## config.mk

```make
export PLATFORM = sky130hd
export DESIGN_NAME = stop_watch_lap
export DESIGN_NICKNAME = d
export VERILOG_FILES = /design/src/rtl/stop_watch_lap.sv
export SDC_FILE = /design/constraint.sdc
export NUM_CORES = 1
export LEC_CHECK = 0
export ABC_AREA = 0
export BUFFER_PORTS_ARGS = -buffer_cell sky130_fd_sc_hd__buf_2
export CORE_AREA = 3 3 100 102
export CTS_CLUSTER_SIZE = 8
export DETAILED_ROUTE_END_ITERATION = 8
export DIE_AREA = 0 0 103 105
export MAX_ROUTING_LAYER = met4
export PLACE_DENSITY_LB_ADDON = 0.12
export SLEW_MARGIN = 20
export SYNTH_ARGS = -nofsm -noshare
export SYNTH_HDL_FRONTEND = slang
export SYNTH_SLANG_ARGS = --single-unit
```

## constraint.sdc

```tcl
create_clock -name clk -period 6.2 [get_ports clk]
set_input_delay 0.31 -clock clk [delete_from_list [all_inputs] [get_ports clk]]
set_output_delay 0.31 -clock clk [all_outputs]
set_load 0.01 [all_outputs]
```

## src/rtl/stop_watch_lap.sv

```systemverilog
// Stopwatch core: BCD time count with lap freeze, clear-from-stop and sticky overflow,
// driven by synchronised push buttons and decoded to packed 7-segment patterns.
module stop_watch_lap #(
    parameter int NUM_DIGITS = 6,
    parameter int TICK_DIV   = 1
) (
    input  logic                      clk,
    input  logic                      reset,
    input  logic                      start_i,
    input  logic                      lap_i,
    output logic [2:0]                state_o,
    output logic [4*NUM_DIGITS-1:0]   bcd_o,
    output logic [7*NUM_DIGITS-1:0]   seg_o,
    output logic                      ovf_o
);

    localparam logic [2:0] S_CLEAR   = 3'd0;
    localparam logic [2:0] S_RUNNING = 3'd1;
    localparam logic [2:0] S_STOPPED = 3'd2;
    localparam logic [2:0] S_LAP     = 3'd3;

    localparam int              BW      = 4 * NUM_DIGITS;
    localparam int              PW      = (TICK_DIV > 1) ? $clog2(TICK_DIV) : 1;
    localparam logic [PW-1:0]   PRE_MAX = PW'(TICK_DIV - 1);

    logic [2:0]     start_sync_q, start_sync_d;
    logic [2:0]     lap_sync_q, lap_sync_d;
    logic [2:0]     state_q, state_d;
    logic [PW-1:0]  presc_q, presc_d;
    logic [BW-1:0]  count_q, count_d;
    logic [BW-1:0]  lap_q, lap_d;
    logic           ovf_q, ovf_d;

    logic           start_edge;
    logic           lap_edge;
    logic           counting;
    logic           tick;
    logic [BW-1:0]  count_inc;
    logic           count_wrap;

    // Bit 0 and 1 form the synchroniser; bit 2 is the previous synchronised level.
    assign start_sync_d = {start_sync_q[1:0], start_i};
    assign lap_sync_d   = {lap_sync_q[1:0], lap_i};
    assign start_edge   = start_sync_q[1] & ~start_sync_q[2];
    assign lap_edge     = lap_sync_q[1] & ~lap_sync_q[2];

    assign counting = (state_q == S_RUNNING) || (state_q == S_LAP);
    assign tick     = (presc_q == PRE_MAX);

    always_comb begin
        state_d = state_q;
        case (state_q)
            S_CLEAR: begin
                if (start_edge) state_d = S_RUNNING;
            end
            S_RUNNING: begin
                if (start_edge)    state_d = S_STOPPED;
                else if (lap_edge) state_d = S_LAP;
            end
            S_LAP: begin
                if (start_edge)    state_d = S_STOPPED;
                else if (lap_edge) state_d = S_RUNNING;
            end
            S_STOPPED: begin
                if (start_edge)    state_d = S_RUNNING;
                else if (lap_edge) state_d = S_CLEAR;
            end
            default: state_d = S_CLEAR;
        endcase
    end

    // Ripple a +1 through the digits; odd digits of pairs 1 and 2 are tens of 00-59.
    always_comb begin
        logic       carry;
        logic [3:0] dig;
        logic [3:0] dmax;
        count_inc = count_q;
        carry     = 1'b1;
        dig       = 4'd0;
        dmax      = 4'd9;
        for (int d = 0; d < NUM_DIGITS; d++) begin
            dig  = count_q[4*d +: 4];
            dmax = ((d % 2 == 1) && ((d / 2 == 1) || (d / 2 == 2))) ? 4'd5 : 4'd9;
            if (carry) begin
                if (dig == dmax) begin
                    count_inc[4*d +: 4] = 4'd0;
                end else begin
                    count_inc[4*d +: 4] = dig + 4'd1;
                    carry               = 1'b0;
                end
            end
        end
        count_wrap = carry;
    end

    always_comb begin
        presc_d = presc_q;
        count_d = count_q;
        lap_d   = lap_q;
        ovf_d   = ovf_q;
        if (counting) begin
            presc_d = tick ? '0 : presc_q + PW'(1);
            if (tick) begin
                count_d = count_inc;
                if (count_wrap) ovf_d = 1'b1;
            end
        end
        if ((state_q == S_RUNNING) && (state_d == S_LAP)) lap_d = count_q;
        // Entering or staying in CLEAR wipes the time base and the overflow flag.
        if (state_d == S_CLEAR) begin
            presc_d = '0;
            count_d = '0;
            ovf_d   = 1'b0;
        end
    end

    always_ff @(posedge clk) begin
        if (reset) begin
            start_sync_q <= '0;
            lap_sync_q   <= '0;
            state_q      <= S_CLEAR;
            presc_q      <= '0;
            count_q      <= '0;
            lap_q        <= '0;
            ovf_q        <= 1'b0;
        end else begin
            start_sync_q <= start_sync_d;
            lap_sync_q   <= lap_sync_d;
            state_q      <= state_d;
            presc_q      <= presc_d;
            count_q      <= count_d;
            lap_q        <= lap_d;
            ovf_q        <= ovf_d;
        end
    end

    function automatic logic [6:0] seg7(input logic [3:0] v);
        logic [6:0] s;
        case (v)
            4'd0:    s = 7'h3F;
            4'd1:    s = 7'h06;
            4'd2:    s = 7'h5B;
            4'd3:    s = 7'h4F;
            4'd4:    s = 7'h66;
            4'd5:    s = 7'h6D;
            4'd6:    s = 7'h7D;
            4'd7:    s = 7'h07;
            4'd8:    s = 7'h7F;
            4'd9:    s = 7'h6F;
            default: s = 7'h00;
        endcase
        return s;
    endfunction

    assign state_o = state_q;
    assign ovf_o   = ovf_q;
    assign bcd_o   = (state_q == S_LAP) ? lap_q : count_q;

    always_comb begin
        seg_o = '0;
        for (int k = 0; k < NUM_DIGITS; k++) begin
            seg_o[7*k +: 7] = seg7(bcd_o[4*k +: 4]);
        end
    end

endmodule
```

# == Yosys cells after proc, flatten, opt, wreduce, memory -nomap -nowiden ==
# Memory sizes are Yosys's and may differ from the RTL's.
# Index checks and enable logic that the tools add are counted.
# Widths: inputs -> output; s select.
# word_totals
output_inout_bits,70
in_bits,4
register_bits,59
mem_count,6
word_cells,79
rom_bits,672
# op_classes
n_eq_ne,10
bitwise_logic,5
n_reduce_logical,12
addsub,7
n_mux,27
# mem_list
memory,words,width,rd,rd_clocked_by_memory_dff,wr,line,text
(no name shown),16,7,1,0,0,139,case (v)
(no name shown),16,7,1,0,0,139,
(no name shown),16,7,1,0,0,139,
(no name shown),16,7,1,0,0,139,
(no name shown),16,7,1,0,0,139,
(no name shown),16,7,1,0,0,139,
# ops
operator,n
$add 4x1->4 const B,6
$mux 24,1
$mux 4,6
$mux 3,7
$reduce_and 3->1,6
$eq 4x4->1 const B,4
$mux 1,12
$pmux 3 s4,1
$eq 3x2->1 const B,3
$eq 4x3->1 const B,2
$logic_not 3->1,2
$eq 3x1->1 const B,1
$not 1->1,3
$and 1x1->1,2
$reduce_and 2->1,1
$reduce_or 2->1,1
$add 1x1->1 const B,1
$logic_and 1x1->1,1
$logic_or 1x1->1,1

# == Depth between registers and ports, before layout ==
# Gate-level depths: netlist (run 1).
# logic_depth
ltp_word,8
mapped_depth,10
ltp_nobuf,7

# == Least setup slack after synthesis (run 1) ==
# Ideal clock, no wire load.
# synth_timing
kind,register to output
from,register state_q[2] (netlist: state_o[2])
to,output seg_o[21]
n_path_buf,3
required_time_ns,5.890
arrival_time_ns,2.446
path_slack_ns,3.444
path_stages_with_launch,10
cell_sequence,dfxtp_1 nand3b_1 buf_6 buf_6 buf_6 mux2i_1 inv_1 ha_1 mux2_2 o21ai_0
# synth_via
elab_chain_len,3
# synth_lines
item,line,text
start: declaration,28,"logic [2:0] state_q, state_d;"
start signal: assignment,129,state_q <= state_d;
$eq 3x2->1,157,assign bcd_o = (state_q == S_LAP) ? lap_q : count_q;
$mux 24,157,
net bcd_o[12],12,"output logic [4*NUM_DIGITS-1:0] bcd_o,"
$mem_v2 16x7,--,
end: declaration,13,"output logic [7*NUM_DIGITS-1:0] seg_o,"
# The timed path passes the listed nets, and every way through them passes these cells.

# == Worst setup path after layout (run 1) ==
# layout_timing
from,register state_q[2] (netlist: state_o[2])
to,output seg_o[6]
# layout_via
elab_chain_len,3
# layout_lines
item,line
$eq 3x2->1,157
$mux 24,157
$mem_v2 16x7,--
# No other way between the ends.

==> results.tsv, run 1 <==
metric	value	unit
Setup crit end kind	output port	
die width	103	um
Synth top cells by count	nand2_1 (69), dfxtp_1 (58), a21oi_1 (42)	
dpl hpwl	6210	um
number of diodes	0	
Seq cells post-synth	58	
largest net degree at the start of global routing	33	
Clk Latency, worst-skew pair	340	ps
multiplexer area fraction after synthesis	16.3	%
Post-synth ARST share	0	%
CTS resizes	0	
Setup Buffers After CTS	0	
I/O Pins	74	
gp weighted congestion	0.758	
Layout area overhead	14.3	%
max-cap violations	0	
proportion of synthesized chip area in sequential cells	28.1	%
Synth top area share	28.1	%
final WL	8720	um
number of library cell types mapped by synthesis	56	
Die ar.	10800	um^2
Post-synth EDFFs	0	
Synth Area in Simple Gates	21.9	%
Fin. Hold Viols	0	
worst hold start	lap_i	
row cnt	35	
global-route met3 utilization	2.87	%
WS Path Type	register to output port	
Placed Area	4510	um^2
Fillers	922	
antenna violations before repair	0	
Nets	590	
met1 Use GR	21.8	%
Vias	3514	
Leak	2.16	nW
global-route wire length before repair	15000	um
clock input transition at the sequential cells of the worst setup and hold paths	70	ps
FF-to-FF End	count_q[11]$_SDFFE_PP0P_	
gr usage total	17.0	%
drt wl/cell	13.1	um
gate count of the mapped netlist	489	
Worst Hold Class	primary input to register	
unrepaired setup endpoints after global routing	false	
relative slew slack	32.2	%
core area	9200	um^2
final setup vio count	0	
FF-to-FF setup slack	4060	ps
most numerous cell in the Yosys netlist	nand2_1	
vias per cell	5.28	
Sum Neg Setup Slack	0	ps
starting density of the core	45.0	%
Worst Skew	9.41	ps
status	finished clean	
residual DRC count	0	
Post-Syn Area	4140	um^2
VDD IR-drop max	0.000106	V
CTS Hold Buffers Added	0	
crit path time final	3170	ps
total gr overflow	0	
layout cells sized above 1	22.2	%
Power Density	164	nW/um^2
CTS Buffer Depth	2	
Die Ht	105	um
post-synthesis xor/xnor area fraction	1.48	%
synth top area cells	dfxtp_1 (28%), ha_1 (11%), mux2i_1 (8.2%)	
CTS tree	built	
Worst-Margin Slew	1010	ps
Net Count, Synth	529	
ANT nets after route	0	
Pins Over Slew Limit	0	
Root Buffer Master	clkbuf_8	
vias in the first global route	3237	
Synth Area in Adders	10.9	%
Mapped Avg Cell Area	8.46	um^2
Iteration-0 DRC Markers	103	
Synth Flop Type	dfxtp_1	
global routing's busiest layer	met2	
Yosys top cell by area	dfxtp_1	
Final Cell Area	4730	um^2
synth warn	0	
Startpoint Class	register	
Final period util	51.2	%
achievable frequency	315	MHz
met2 Use GR	27.4	%
TritonRoute pass-1 iters	4	
H-tree depth	3	
Hold Path Sink	lap_sync_q[0]$_SDFF_PP0_	
CP Max Fanout	24	
Compound-Gate Fraction of Synth Area	14.5	%
r2r startpoint	state_o[2]$_SDFF_PP0_	
hold path depth	2	
Num CTS Buffers	9	
input/output buffers	73	
CTS sink cnt	58	
Worst Path Arrival	2860	ps
Worst EP required	5890	ps
Worst Reg-to-Reg Cells	3	
main combinational cell family by area after synthesis	simple AND/OR/NAND/NOR gates	
==> per-stage QoR <==
| stage | hold WS (ps) | total power, mW | setup slack, ps | std cells | utilization (%) |
|---|---|---|---|---|---|
| global route | 181 | 0.800 | 2760 | 666 | 51.4 |
| CTS | 167 | 0.783 | 3010 | 666 | 51.4 |
| floorplan | 382 | 0.393 | 3440 | 489 | - |
| finish | 182 | 0.775 | 3030 | 666 | 51.4 |
| global placement | 420 | 0.397 | 3460 | 650 | 49.0 |
| detailed placement | 426 | 0.397 | 3390 | 650 | 49.0 |
==> layer usage <==
metal	vias up	wire length (um)
li1	1820	-
met1	1616	4240
met2	73	4060
met3	5	349
met4	0	70
met5	-	0
==> registers in the layout (all words and copies together) (netlist names) <==
name / flops
count_q: 24
start_sync_q: 3
ovf_o: 1
lap_sync_q: 3
lap_q: 24
state_o: 3
==> worst max-delay path: stages (launching register included) <==
cell and delay (ps):
dfxtp_1 400, nand3b_1 130, buf_4 460, mux2i_1 590, inv_1 190, ha_1 240, mux2_2 260, o21ai_1 110
buf_2 140
==> area by class of cell <==
class / count / area, um^2 / area share (%)
Multi-Input combinational cell: 369 / 2700 / 57.0
Sequential cell: 58 / 1160 / 24.6
Timing Repair Buffer: 74 / 373 / 7.88
Inverter: 38 / 143 / 3.02
Clock buffer: 11 / 141 / 2.99
Tap cell: 111 / 139 / 2.94
Clock inverter: 5 / 77.6 / 1.64
==> cells by family after synthesis <==
logic type      Yosys count
simple gates            163
compound gates          106
buf+inv                  62
flops                    58
mux                      56
fa+ha+maj                36
xor+xnor                  7
other cells               1
==> cell usage in the layout (no fill, tap or decap), types with 5 or more instances in the layout <==
cell	n
nand2_1	69
mux2i_1	34
a22oi_1	5
dfxtp_1	58
nor3b_1	5
mux2i_4	6
clkbuf_8	10
nand4_1	7
a21o_1	5
o21ai_0	12
nand3_1	19
ha_1	36
mux2_2	11
nor2_1	8
a21oi_1	42
inv_1	37
o21ai_1	25
buf_2	73
nor2b_1	16
==> power breakdown <==
| part | total [mW] | internal [mW] | switching [mW] | leakage, nW |
|---|---|---|---|---|
| Clock | 0.386 | 0.236 | 0.150 | 0.109 |
| Combinational | 0.0126 | 0.00373 | 0.00891 | 1.58 |
| Sequential | 0.376 | 0.375 | 0.00133 | 0.468 |
==> worst max-delay path by stage <==
stage	startpoint	endpoint	slack, ps	cells after the start
after floorplan	state_o[2]$_SDFF_PP0_	seg_o[21]	3440	9
after global routing	state_o[2]$_SDFF_PP0_	seg_o[34]	2760	8
after global placement	state_o[2]$_SDFF_PP0_	seg_o[20]	3460	8
after CTS	state_o[2]$_SDFF_PP0_	seg_o[6]	3010	8
final	state_o[2]$_SDFF_PP0_	seg_o[6]	3030	8
after detailed placement	state_o[2]$_SDFF_PP0_	seg_o[6]	3390	8
(Power assumes the default switching activity.)
==> run 2: changes to the inputs <==
==> constraint.sdc (replaced) <==
create_clock -name clk -period 2.8 [get_ports clk]
set_input_delay 0.14 -clock clk [delete_from_list [all_inputs] [get_ports clk]]
set_output_delay 0.14 -clock clk [all_outputs]
set_load 0.01 [all_outputs]
==> results.tsv, run 2 (synthesized netlist as in run 1, its figures left out) <==
metric	value	unit
status	finished clean	
WS Path Type	register to output port	
Leak	2.22	nW
drt wl/cell	12.6	um
Worst Path Arrival	2390	ps
Final period util	90.4	%
Die ar.	10800	um^2
Worst Reg-to-Reg Cells	4	
Layout area overhead	17.2	%
layout cells sized above 1	24.1	%
Setup Buffers After CTS	0	
final setup vio count	0	
Iteration-0 DRC Markers	132	
Setup crit end kind	output port	
FF-to-FF End	count_q[20]$_SDFFE_PP0P_	
CP Max Fanout	24	
Root Buffer Master	clkbuf_8	
met1 WL	4220	um
dpl hpwl	6110	um
Worst Skew	8.66	ps
relative slew slack	54.8	%
Nets	604	
CTS tree	built	
crit-path max cell delay	410	ps
clock input transition at the sequential cells of the worst setup and hold paths	60	ps
hold path depth	2	
most frequent CP cell	inv_1	
max-cap violations	0	
Regs by FF count	count_q: 24 flops, lap_q: 24 flops	
Startpoint Class	register	
starting density of the core	45.0	%
die width	103	um
Power Density	346	nW/um^2
global-route wire length before repair	14700	um
Clk Latency, worst-skew pair	330	ps
Vias	3480	
Worst Hold Class	primary input to register	
most frequent cells in the layout	buf_2 (73), nand2_1 (69), dfxtp_1 (58)	
core area	9200	um^2
CP Cell Sequence	nand3b_1, buf_12, mux2i_2, inv_1, ha_1, inv_1, mux2i_1, o22ai_1, buf_2	
Num CTS Buffers	9	
TritonRoute pass-1 iters	4	
crit path time final	2530	ps
Worst Path Buf+Inv	4	
ANT nets after route	0	
achievable frequency	395	MHz
input/output buffers	73	
Sum Neg Setup Slack	0	ps
Worst-Margin Slew	665	ps
DR top layer	met4	
Critical-path top delay cell	mux2i_2	
gp weighted congestion	0.758	
number of diodes	0	
unrepaired setup endpoints after global routing	false	
worst hold start	start_i	
CTS sink cnt	58	
CTS Buffer Depth	2	
row cnt	35	
gr usage total	16.8	%
most common cell after layout, fill and taps aside	buf_2	
FF-to-FF setup slack	930	ps
I/O Pins	74	
Fin. Hold Viols	0	
DP Worst Slack	525	ps
largest net degree at the start of global routing	33	
residual DRC count	0	
Met3 Wirelength	305	um
VDD IR-drop max	0.000214	V
final WL	8540	um
vias in the first global route	3194	
Final WS setup	268	ps
H-tree depth	3	
r2r startpoint	state_o[0]$_SDFF_PP0_	
metal2 WL	3960	um
Pins Over Slew Limit	0	
Worst EP required	2660	ps
CTS resizes	0	
crit-path leading delay family	buffers and inverters	
Die Ht	105	um
vias per cell	5.12	
total gr overflow	0	
antenna violations before repair	0	
Hold Path Sink	start_sync_q[0]$_SDFF_PP0_	
CTS Hold Buffers Added	0	
-- run 2: cell types whose count changed in the layout (fill, tap and decap cells not counted), sizes merged --
cell / before / now
buf: 74 / 88
bufinv: 2 / 1
clkbuf: 11 / 15
clkinv: 2 / 0
clkinvlp: 1 / 0
-- run 2: stage by stage --
| step | std cells | area (um^2) | util (%) | hold slack (ps) | total power [mW] |
|---|---|---|---|---|---|
| floorplan | 489 | 4140 | - | 212 | 0.870 |
| global placement | 664 | 4630 | 50.3 | 357 | 0.881 |
| detailed placement | 664 | 4630 | 50.3 | 356 | 0.881 |
| CTS | 680 | 4840 | 52.7 | 4.39 | 1.71 |
| global route | 680 | 4850 | 52.7 | 33.9 | 1.74 |
| finish | 680 | 4850 | 52.7 | 18.0 | 1.68 |
-- run 2: report_power, final --
| part | internal (mW) | total (mW) | switching (mW) |
|---|---|---|---|
| Combinational | 0.00968 | 0.0294 | 0.0197 |
| Clock | 0.509 | 0.815 | 0.306 |
| Sequential | 0.830 | 0.833 | 0.00285 |
| Total | 1.35 | 1.68 | 0.329 |
-- run 2: cell type report --
| cell class | count | area (um^2) |
|---|---|---|
| fillers | 872 | 4350 |
| repair buffers | 88 | 490 |
| clock inverters | 1 | 30.0 |
| inverters | 38 | 143 |
| flip-flops and latches | 58 | 1160 |
| multi-input cells | 369 | 2700 |
| clock buffers | 15 | 186 |
| well taps | 111 | 139 |
-- run 2: worst max-delay path by stage --
stage	startpoint	to	slack, ps	depth (start not counted)
floorplan	state_o[2]$_SDFF_PP0_	seg_o[21]	210	9
global placement	state_o[2]$_SDFF_PP0_	seg_o[35]	620	9
detailed placement	state_o[2]$_SDFF_PP0_	seg_o[35]	530	9
CTS	state_o[2]$_SDFF_PP0_	seg_o[35]	150	9
global route	state_o[2]$_SDFF_PP0_	seg_o[21]	20	9
finish	state_o[2]$_SDFF_PP0_	seg_o[35]	270	9
-- run 2: routing by layer --
layer	vias up	GRT usage [%]
met5	-	-
met4	0	4.44
met3	5	3.00
met2	61	26.9
met1	1564	21.7
li1	1850	-
==> run 3: changes to the inputs <==
--- a/config.mk
+++ b/config.mk
@@ -5,7 +5,7 @@
 export SDC_FILE = /design/constraint.sdc
 export NUM_CORES = 1
 export LEC_CHECK = 0
-export ABC_AREA = 0
+export ABC_AREA = 1
 export BUFFER_PORTS_ARGS = -buffer_cell sky130_fd_sc_hd__buf_2
 export CORE_AREA = 3 3 100 102
 export CTS_CLUSTER_SIZE = 8
==> results.tsv, run 3 <==
metric	value	unit
post-synthesis xor/xnor area fraction	0.423	%
final hold slack	12.5	ps
Synth Area in Simple Gates	26.4	%
DP Worst Slack	466	ps
CTS tree	built	
row cnt	35	
Final period util	91.6	%
I/O Pins	74	
Synth Flop Type	dfxtp_1	
H-tree depth	3	
ANT nets after route	0	
Synth top area share	28.0	%
Net Count, Synth	635	
number of library cell types mapped by synthesis	35	
crit path time final	2570	ps
Nets	709	
Root Buffer Master	clkbuf_8	
proportion of synthesized chip area in sequential cells	28.0	%
Die Ht	105	um
drt wl/cell	11.0	um
largest net degree at the start of global routing	27	
status	finished clean	
Mapped Avg Cell Area	6.97	um^2
Worst-Margin Slew	598	ps
Regs by FF count	count_q: 24 flops, lap_q: 24 flops	
Worst EP required	2660	ps
Tot Pwr	1.58	mW
Seq cells post-synth	58	
WS Path Type	register to output port	
CTS Buffer Depth	2	
Num CTS Buffers	9	
Post-Syn Area	4150	um^2
Leak	2.08	nW
antenna violations before repair	0	
relative slew slack	60.1	%
achievable frequency	390	MHz
input/output buffers	73	
Synth Area in Adders	10.9	%
Clk Latency, worst-skew pair	330	ps
starting density of the core	45.1	%
most frequent cells in the layout	nand2_1 (120), inv_1 (88), buf_2 (73)	
Worst Skew	9.66	ps
VDD IR-drop max	0.000305	V
Power Density	331	nW/um^2
Post-synth EDFFs	0	
Synth top cells by count	nand2_1 (120), inv_1 (88), nor2_1 (69)	
gate count of the mapped netlist	595	
number of diodes	0	
Vias	3798	
cell count after placement	769	
Yosys top cell by area	dfxtp_1	
dpl hpwl	6560	um
global-route wire length before repair	14500	um
Layout area overhead	15.0	%
residual DRC count	0	
total gr overflow	0	
main combinational cell family by area after synthesis	simple AND/OR/NAND/NOR gates	
Iteration-0 DRC Markers	124	
Compound-Gate Fraction of Synth Area	22.0	%
Worst Hold Class	primary input to register	
hold path depth	3	
most common cell after layout, fill and taps aside	nand2_1	
Pins Over Slew Limit	0	
vias in the first global route	3273	
Fillers	969	
Worst Reg-to-Reg Cells	11	
gp weighted congestion	0.798	
Sum Neg Setup Slack	0	ps
Final WS setup	234	ps
multiplexer area fraction after synthesis	0	%
clock input transition at the sequential cells of the worst setup and hold paths	60	ps
core area	9200	um^2
unrepaired setup endpoints after global routing	false	
Fin. Hold Viols	0	
synth warn	0	
Worst Path Arrival	2430	ps
TritonRoute pass-1 iters	4	
final WL	8670	um
vias per cell	4.84	
Startpoint Class	register	
Post-synth ARST share	0	%
max-cap violations	0	
CP Max Fanout	26	
Setup crit end kind	output port	
most numerous cell in the Yosys netlist	nand2_1	
CTS sink cnt	58	
synth top area cells	dfxtp_1 (28%), ha_1 (11%), nand2_1 (11%)	
final setup vio count	0	
gr usage total	16.5	%
Die ar.	10800	um^2
fin cells	785	
layout cells sized above 1	23.1	%
die width	103	um
run 3: power by group:
part	internal [mW]	leakage [nW]	switching, mW
clock	0.392	0.0965	0.320
combinational	0.00882	1.51	0.0233
sequential	0.830	0.468	0.00259
total	1.23	2.08	0.346
run 3: metal layers:
| metal | GRT usage (%) | up-vias | part of all wire, % |
|---|---|---|---|
| li1 | - | 2041 | - |
| met1 | 23.1 | 1672 | 50 |
| met2 | 24.2 | 75 | 45 |
| met3 | 2.67 | 10 | 4.3 |
| met4 | 5.09 | 0 | 1.0 |
| met5 | - | - | 0 |
run 3: critical path: stages (launching register included):
cell     delay (ps)
dfxtp_1         360
inv_2            60
nor2_4          140
nand2_8         170
buf_4           230
o21ai_2         300
inv_1           140
ha_1            310
nand2_1          50
a31oi_1         170
buf_2           150
run 3: metrics by stage:
stage               instance area, um^2  util (%)
floorplan                          4150         -
global placement                   4580      49.8
detailed placement                 4580      49.8
CTS                                4760      51.7
global route                       4770      51.8
finish                             4770      51.8
run 3: what timing repair did:
action / in CTS / in global routing
hold buffers: 0 / 0
setup buffers: 0 / 0
resized for setup: 0 / 1
setup endpoints to repair: 0 / 3
run 3: cells by family (layout without fill, tap and decap cells):
logic type / count (synthesis) / after routing
AO/OA/AOI/OAI: 139 / 139
adder cells (fa/ha/maj): 36 / 36
flip-flops: 58 / 58
XOR/XNOR: 2 / 2
AND/OR/NAND/NOR: 245 / 245
buffers and inverters: 114 / 193
other: 1 / 1
run 3: worst paths after layout:
kind / from / end / slack, ps
hold reg to reg: lap_sync_q[0]$_SDFF_PP0_ / lap_sync_q[1]$_SDFF_PP0_ / 400
hold / removal: lap_i / lap_sync_q[0]$_SDFF_PP0_ / 10
setup reg to reg: state_o[0]$_SDFF_PP0_ / ovf_o$_SDFFE_PP0P_ / 1050
setup / recovery: state_o[0]$_SDFF_PP0_ / seg_o[24] / 230
run 3: layout make-up:
| class | count | area, um^2 | share of cell area, % |
|---|---|---|---|
| clock inverter | 2 | 10.0 | 0.210 |
| timing repair buffer | 80 | 430 | 9.03 |
| clock buffer | 14 | 173 | 3.62 |
| multi-input combinational | 423 | 2490 | 52.2 |
| inverter | 97 | 365 | 7.66 |
| tap | 111 | 139 | 2.91 |
| sequential | 58 | 1160 | 24.4 |
